==> config.mk <==
export PLATFORM = sky130hd
export DESIGN_NAME = fetch_queue
export DESIGN_NICKNAME = d
export VERILOG_FILES = /design/src/rtl/fetch_queue.sv
export SDC_FILE = /design/constraint.sdc
export NUM_CORES = 1
export LEC_CHECK = 0
export CORE_MARGIN = 2
export CORE_UTILIZATION = 30
export CTS_CLUSTER_DIAMETER = 50
export DETAILED_ROUTE_END_ITERATION = 8
export PLACE_DENSITY = 0.57
export SLEW_MARGIN = 20
export SYNTH_ARGS = -nofsm -noshare
export SYNTH_HDL_FRONTEND = slang
export SYNTH_SLANG_ARGS = --single-unit
==> constraint.sdc <==
create_clock -name clk -period 12.65 [get_ports clk]
set_clock_uncertainty 0.2 [all_clocks]
set_input_delay 2.53 -clock clk [delete_from_list [all_inputs] [get_ports clk]]
set_output_delay 2.53 -clock clk [all_outputs]
set_load 0.01 [all_outputs]
==> src/rtl/fetch_queue.sv <==
// Instruction fetch queue: circular buffer of {instruction, pc} between I-cache and decode.
// Optional same-cycle empty-queue bypass is enabled by defining FETCH_QUEUE_BYPASS_EN.
module fetch_queue #(
  parameter int DEPTH   = 8,
  parameter int INSTR_W = 32,
  parameter int ADDR_W  = 64
) (
  input  logic                         clk,
  input  logic                         reset,
  input  logic                         in_valid,
  output logic                         in_ready,
  input  logic [INSTR_W-1:0]           in_instruction,
  input  logic [ADDR_W-1:0]            in_pc,
  output logic                         out_valid,
  input  logic                         out_ready,
  output logic [INSTR_W-1:0]           out_instruction,
  output logic [ADDR_W-1:0]            out_pc,
  input  logic                         flush,
  output logic [$clog2(DEPTH+1)-1:0]   count,
  output logic                         full,
  output logic                         empty
);

  localparam int CNT_W   = $clog2(DEPTH + 1);
  localparam int PTR_W   = $clog2(DEPTH);
  localparam int ENTRY_W = INSTR_W + ADDR_W;

  logic [ENTRY_W-1:0] r_mem [DEPTH];
  logic [PTR_W-1:0]   r_head;
  logic [PTR_W-1:0]   r_tail;
  logic [CNT_W-1:0]   r_count;

  logic w_empty;
  logic w_full;
  logic w_bypass;
  logic w_direct;
  logic w_enq;
  logic w_deq;

  function automatic logic [PTR_W-1:0] next_ptr(input logic [PTR_W-1:0] p);
    return (p == PTR_W'(DEPTH - 1)) ? '0 : p + 1'b1;
  endfunction

  assign w_empty = (r_count == '0);
  assign w_full  = (r_count == CNT_W'(DEPTH));

`ifdef FETCH_QUEUE_BYPASS_EN
  assign w_bypass = w_empty & in_valid & ~flush;
`else
  assign w_bypass = 1'b0;
`endif

  // A bypassed entry taken by the consumer in the same cycle never touches storage.
  assign w_direct = w_bypass & out_ready;
  assign w_enq    = in_valid & ~w_full & ~flush & ~w_direct;
  assign w_deq    = ~w_empty & out_ready & ~flush;

  assign in_ready = ~w_full;
  assign full     = w_full;
  assign empty    = w_empty;
  assign count    = r_count;

  always_comb begin
    out_valid       = 1'b0;
    out_instruction = '0;
    out_pc          = '0;
    if (!w_empty) begin
      out_valid                 = 1'b1;
      {out_instruction, out_pc} = r_mem[r_head];
    end else if (w_bypass) begin
      out_valid       = 1'b1;
      out_instruction = in_instruction;
      out_pc          = in_pc;
    end
  end

  always_ff @(posedge clk or posedge reset) begin
    if (reset) begin
      r_head  <= '0;
      r_tail  <= '0;
      r_count <= '0;
    end else if (flush) begin
      r_head  <= '0;
      r_tail  <= '0;
      r_count <= '0;
    end else begin
      if (w_enq) r_tail <= next_ptr(r_tail);
      if (w_deq) r_head <= next_ptr(r_head);
      case ({w_enq, w_deq})
        2'b10:   r_count <= r_count + 1'b1;
        2'b01:   r_count <= r_count - 1'b1;
        default: r_count <= r_count;
      endcase
    end
  end

  // Storage is not reset; outputs are gated while the queue is empty.
  always_ff @(posedge clk) begin
    if (w_enq) r_mem[r_tail] <= {in_instruction, in_pc};
  end

endmodule

# [Yosys cells after proc, flatten, opt, wreduce, memory -nomap -nowiden]
# Memory sizes are Yosys's and may differ from the RTL's.
# Cells that the tools add are included.
[totals] register_bits=10 ramBits=768 output_inout_bits=104 word_cells=37 n_memories=1
[classes] addsub=4 n_eq_ne=5 muxes=13 bitwise=7 reduce_logical=4
[mem_list] name="r_mem" words=8 width=96 rd=1 rd_ports_with_merged_regs=0 wr=1 line="28" source="logic [ENTRY_W-1:0] r_mem [DEPTH];"
[op_table] operator="$mux 64" count=1
[op_table] operator="$mux 32" count=1
[op_table] operator="$mux 3" count=6
[op_table] operator="$pmux 4 s2" count=1
[op_table] operator="$add 3x1->3 const B" count=2
[op_table] operator="$eq 3x3->1 const B" count=2
[op_table] operator="$add 4x1->4 const B" count=1
[op_table] operator="$and 1x1->1" count=4
[op_table] operator="$eq 4x4->1 const B" count=1
[op_table] operator="$logic_not 4->1" count=1
[op_table] operator="$mux 4" count=1
[op_table] operator="$reduce_bool 2->1" count=2
[op_table] operator="$sub 4x1->4 const B" count=1
[op_table] operator="$mux 1" count=3
[op_table] operator="$not 1->1" count=3
[op_table] operator="$reduce_bool 3->1" count=1
[op_table] operator="$eq 2x1->1 const B" count=1
[op_table] operator="$eq 2x2->1 const B" count=1

# [Longest topological paths before layout]
[depth] depth_word=7 ltp_mapped=12 mapped_depth_nobuf=10

# [Least setup slack after synthesis]
# Ideal clock, no wire load.
[synth_timing] path_kind="input to register" startpoint="in in_valid" endpoint="mem r_mem[0][0] (netlist name) (enable)" setup_ns=0.668 arrival_ns=9.479 slack_ns=2.303 stages=3 path_cell_list="nand2_1 or3_1 nor3_1"
[synth_via] elab_chain_len=4
[synth_lines] element="start, declared" line="10" source="input logic in_valid,"
[synth_lines] element="$and 1x1->1 (2 in series)" line="55" source="assign w_enq = in_valid & ~w_full & ~flush & ~w_direct;"
[synth_lines] element="$mux 1" line="99" source="if (w_enq) r_mem[r_tail] <= {in_instruction, in_pc};"
[synth_lines] element="$mux 1 (not written as such)" line="99"
[synth_lines] element="end, declared" line="28"
# No other way between the ends.

# [Worst setup path after layout]
[layout_timing] startpoint="reg r_head[0]" endpoint="out out_pc[20]"
[layout_via] elab_chain_len=2
[layout_lines] element="start, declared" line="29" source="logic [PTR_W-1:0] r_head;"
[layout_lines] element="start signal, assigned" line="88" source="if (w_deq) r_head <= next_ptr(r_head);"
[layout_lines] element="$mem_v2 8x96"
[layout_lines] element="$mux 64" line="67" source="if (!w_empty) begin"
[layout_lines] element="end, declared" line="17" source="output logic [ADDR_W-1:0] out_pc,"
# No other way between the ends.

==> flow_summary.json <==
{
  "rows": 115,
  "first_global_vias": 14827,
  "yosys_warnings": 0,
  "critPathMostFrequentCell": "buf_4",
  "vdd_ir_drop_max_uv": 135,
  "crit_path_end_kind": "primary output",
  "setup_viol": 0,
  "drv_slew": 0,
  "syn_nets": 1413,
  "cts.clk_slew.worst_paths_ns": 0.06,
  "drive_gt1_frac": 0.239,
  "grt_pass1_wl_mm": 103,
  "start_util": 0.303,
  "netlist_area_um2": 29800,
  "drc_errors": 0,
  "grt-busiest-layer": "met2",
  "totalWireLength_mm": 70.4,
  "design.core.area_um2": 98400,
  "rsz0062_at_grt": "no",
  "reg2reg_depth": 6,
  "critPathLaunch": "r_head[0]$_DFFE_PP0P_",
  "path_cells": "buf_4, buf_4, mux4_2, mux2i_1, nor2_1, clkdlybuf4s50_1",
  "numCtsBuffers": 98,
  "overflow": 0,
  "rr_startpoint": "count[1]$_DFFE_PP0P_",
  "use_met1": 0.173,
  "avgRoutedWirePerCell_um": 24.0,
  "place.gp.congestion": 0.688,
  "cellPowerDensity_nw_per_um2": 197,
  "cp-start-kind": "flip-flop",
  "portBuffers": 204,
  "met2_usage": 0.239,
  "fin_area_um2": 36700,
  "cts_setup_buffers": 0,
  "drtIter0Drc": 966,
  "first_pass_iters": 5,
  "antenna_found_initial": 14,
  "hpwl_mm": 37.8,
  "critical_path_required_ns": 9.92,
  "n_fill_cell": 8947,
  "die-area_um2": 102000,
  "mostFrequentLayoutCells": "768 x edfxtp_1, 204 x clkdlybuf4s50_1, 192 x mux4_2",
  "p_leak_nw": 11.1,
  "chipHeight_um": 319,
  "crit_arrival_ns": 4.62,
  "ant_nets": 0,
  "synthDistinctLibCells": 40,
  "r2r_slack_ns": 8.51,
  "track_usage": 0.138,
  "global_route.usage.met3": 0.0337,
  "hold_viol_final": 0,
  "reg2reg_to": "r_mem[0][22]$_DFFE_PP_",
  "synth_seq_cells": 778,
  "fin_tns_setup_ns": 0,
  "synth_cells": 1306,
  "final_util": 0.373,
  "cts.repair.resized": 0,
  "post-route-min-period_ns": 7.35,
  "cap_viol_max_count": 0,
  "period_share": 0.581,
  "outcome": "finished clean",
  "cts.path.max_buffers": 3,
  "hold_buffers": 0,
  "clk_latency_ns": 0.64,
  "cts_tree": "done",
  "fin_nets": 1677,
  "layout_setup_ws_ns": 5.30,
  "setup.worst_path.end": "out_pc[20]",
  "tightest_slew_ns": 0.999,
  "grt_max_degree": 73,
  "hold_class": "reg -> reg",
  "slew_headroom": 0.334,
  "path_max_fanout": 44,
  "yosysSeqAreaShare": 0.782,
  "fmax_ghz": 0.136,
  "post-place-ws_ns": 5.72,
  "final_common_cell": "edfxtp_1",
  "syn2layout_area_growth_pct": 23.1,
  "io-pin-count": 205,
  "numClockSinks": 778,
  "synth.avg_cell_area_um2": 22.8,
  "dpl_cell_area_um2": 33400,
  "die_x_um": 319,
  "slowest_delay_ns": 0.84,
  "clockRootBuffer": "clkbuf_16",
  "worstSetupPathType": "reg -> out",
  "vias": 13923,
  "htreeDepth": 3,
  "crit_path_top_delay_cell": "dfrtp_4",
  "vias_per_cell": 4.74
}
-- layout make-up --
type / instances / area [um2] / share of cell area
Antenna cell: 1 / 2.50 / 0.0000682
Clock buffer: 112 / 2530 / 0.0689
Clock inverter: 67 / 687 / 0.0187
Inverter: 5 / 26.3 / 0.000716
Multi-Input combinational cell: 456 / 6210 / 0.169
Sequential cell: 778 / 23300 / 0.636
Tap cell: 1287 / 1610 / 0.0439
Timing Repair Buffer: 231 / 2290 / 0.0625
-- synth_stat cells --
library cell | number | area share
ha_1 | 6 | 0.0025
or4_1 | 1 | 0.00025
a22o_1 | 1 | 0.00029
o41a_1 | 1 | 0.00038
buf_2 | 28 | 0.0047
nand3_1 | 2 | 0.00034
o2111ai_1 | 1 | 0.00029
nor2_2 | 1 | 0.00021
o21ai_0 | 3 | 0.00050
xor2_1 | 1 | 0.00029
nor2_1 | 105 | 0.013
o311ai_1 | 1 | 0.00029
a31oi_1 | 1 | 0.00021
inv_1 | 3 | 0.00038
o41ai_4 | 1 | 0.00092
a2bb2oi_2 | 1 | 0.00050
a21oi_4 | 1 | 0.00055
nand3b_1 | 3 | 0.00076
nor3b_1 | 2 | 0.00050
nand2b_1 | 3 | 0.00063
dfrtp_1 | 10 | 0.0084
or4b_1 | 1 | 0.00034
clkbuf_1 | 25 | 0.0031
buf_1 | 12 | 0.0015
a21oi_2 | 1 | 0.00029
nor2b_1 | 1 | 0.00021
inv_2 | 1 | 0.00013
mux2_4 | 1 | 0.00050
nand2_1 | 11 | 0.0014
xnor2_1 | 2 | 0.00059
buf_6 | 2 | 0.00076
mux4_2 | 192 | 0.15
maj3_1 | 1 | 0.00034
edfxtp_1 | 768 | 0.77
or3_1 | 2 | 0.00042
mux2i_1 | 97 | 0.033
a21oi_1 | 7 | 0.0012
nor3_2 | 1 | 0.00034
inv_6 | 1 | 0.00029
nor3_1 | 4 | 0.00067
-- state kept, by name, indices dropped and copies added, names as in the netlist --
register and cells:
r_head 3, count 4, r_mem 768, r_tail 3
-- layer usage --
layer  share of wire  vias up
met1            0.41     7414
met5          0.0017        -
met3           0.054      130
met4           0.024       18
li1                -     6015
met2            0.52      346
-- per-stage QoR --
| stage | hold WS [ns] | instances | power, mW |
|---|---|---|---|
| floorplan | 0.344 | 1306 | 3.84 |
| global placement | 0.358 | 2755 | 4.60 |
| detailed placement | 0.376 | 2755 | 4.62 |
| CTS | 0.383 | 2934 | 7.37 |
| global route | 0.434 | 2936 | 7.55 |
| finish | 0.389 | 2937 | 7.24 |
-- worst max-delay path, delay by kind of cell (launching register included) --
family        cells  cell delay [ns]
buf+inv           3             2.08
flops             1             0.84
mux               2             0.86
simple gates      1             0.08
-- power by group --
part	internal, mW	leakage [nW]	switching, mW
combinational	0.764	2.49	0.787
sequential	2.91	7.07	0.0530
clock	1.64	1.57	1.09
total	5.31	11.1	1.93
-- cell families (layout without fill, tap and decap cells) --
| family | Yosys count | after routing | synth area share |
|---|---|---|---|
| DFF | 778 | 778 | 0.782 |
| muxes | 290 | 290 | 0.178 |
| and+or+nand+nor | 137 | 137 | 0.0193 |
| buffers and inverters | 72 | 415 | 0.0109 |
| AOI/OAI and AO/OA | 19 | 19 | 0.00542 |
| adders and majority gates | 7 | 7 | 0.00286 |
| xor gates and xnor gates | 3 | 3 | 0.000882 |
| other | 0 | 1 | 0 |
-- how the worst min path moves through the flow --
stage                                        to                   from  cells past startpoint  slack, ns
after floorplan           r_tail[0]$_DFFE_PP0P_  r_tail[0]$_DFFE_PP0P_                      2       0.34
after global placement    r_tail[0]$_DFFE_PP0P_  r_tail[0]$_DFFE_PP0P_                      2       0.36
after detailed placement  r_tail[0]$_DFFE_PP0P_  r_tail[0]$_DFFE_PP0P_                      2       0.38
after CTS                 r_tail[0]$_DFFE_PP0P_  r_tail[0]$_DFFE_PP0P_                      2       0.38
after global routing      r_tail[0]$_DFFE_PP0P_  r_tail[0]$_DFFE_PP0P_                      2       0.43
final                     r_tail[0]$_DFFE_PP0P_  r_tail[0]$_DFFE_PP0P_                      2       0.39
No activity file was read; power rests on OpenSTA's default activity.
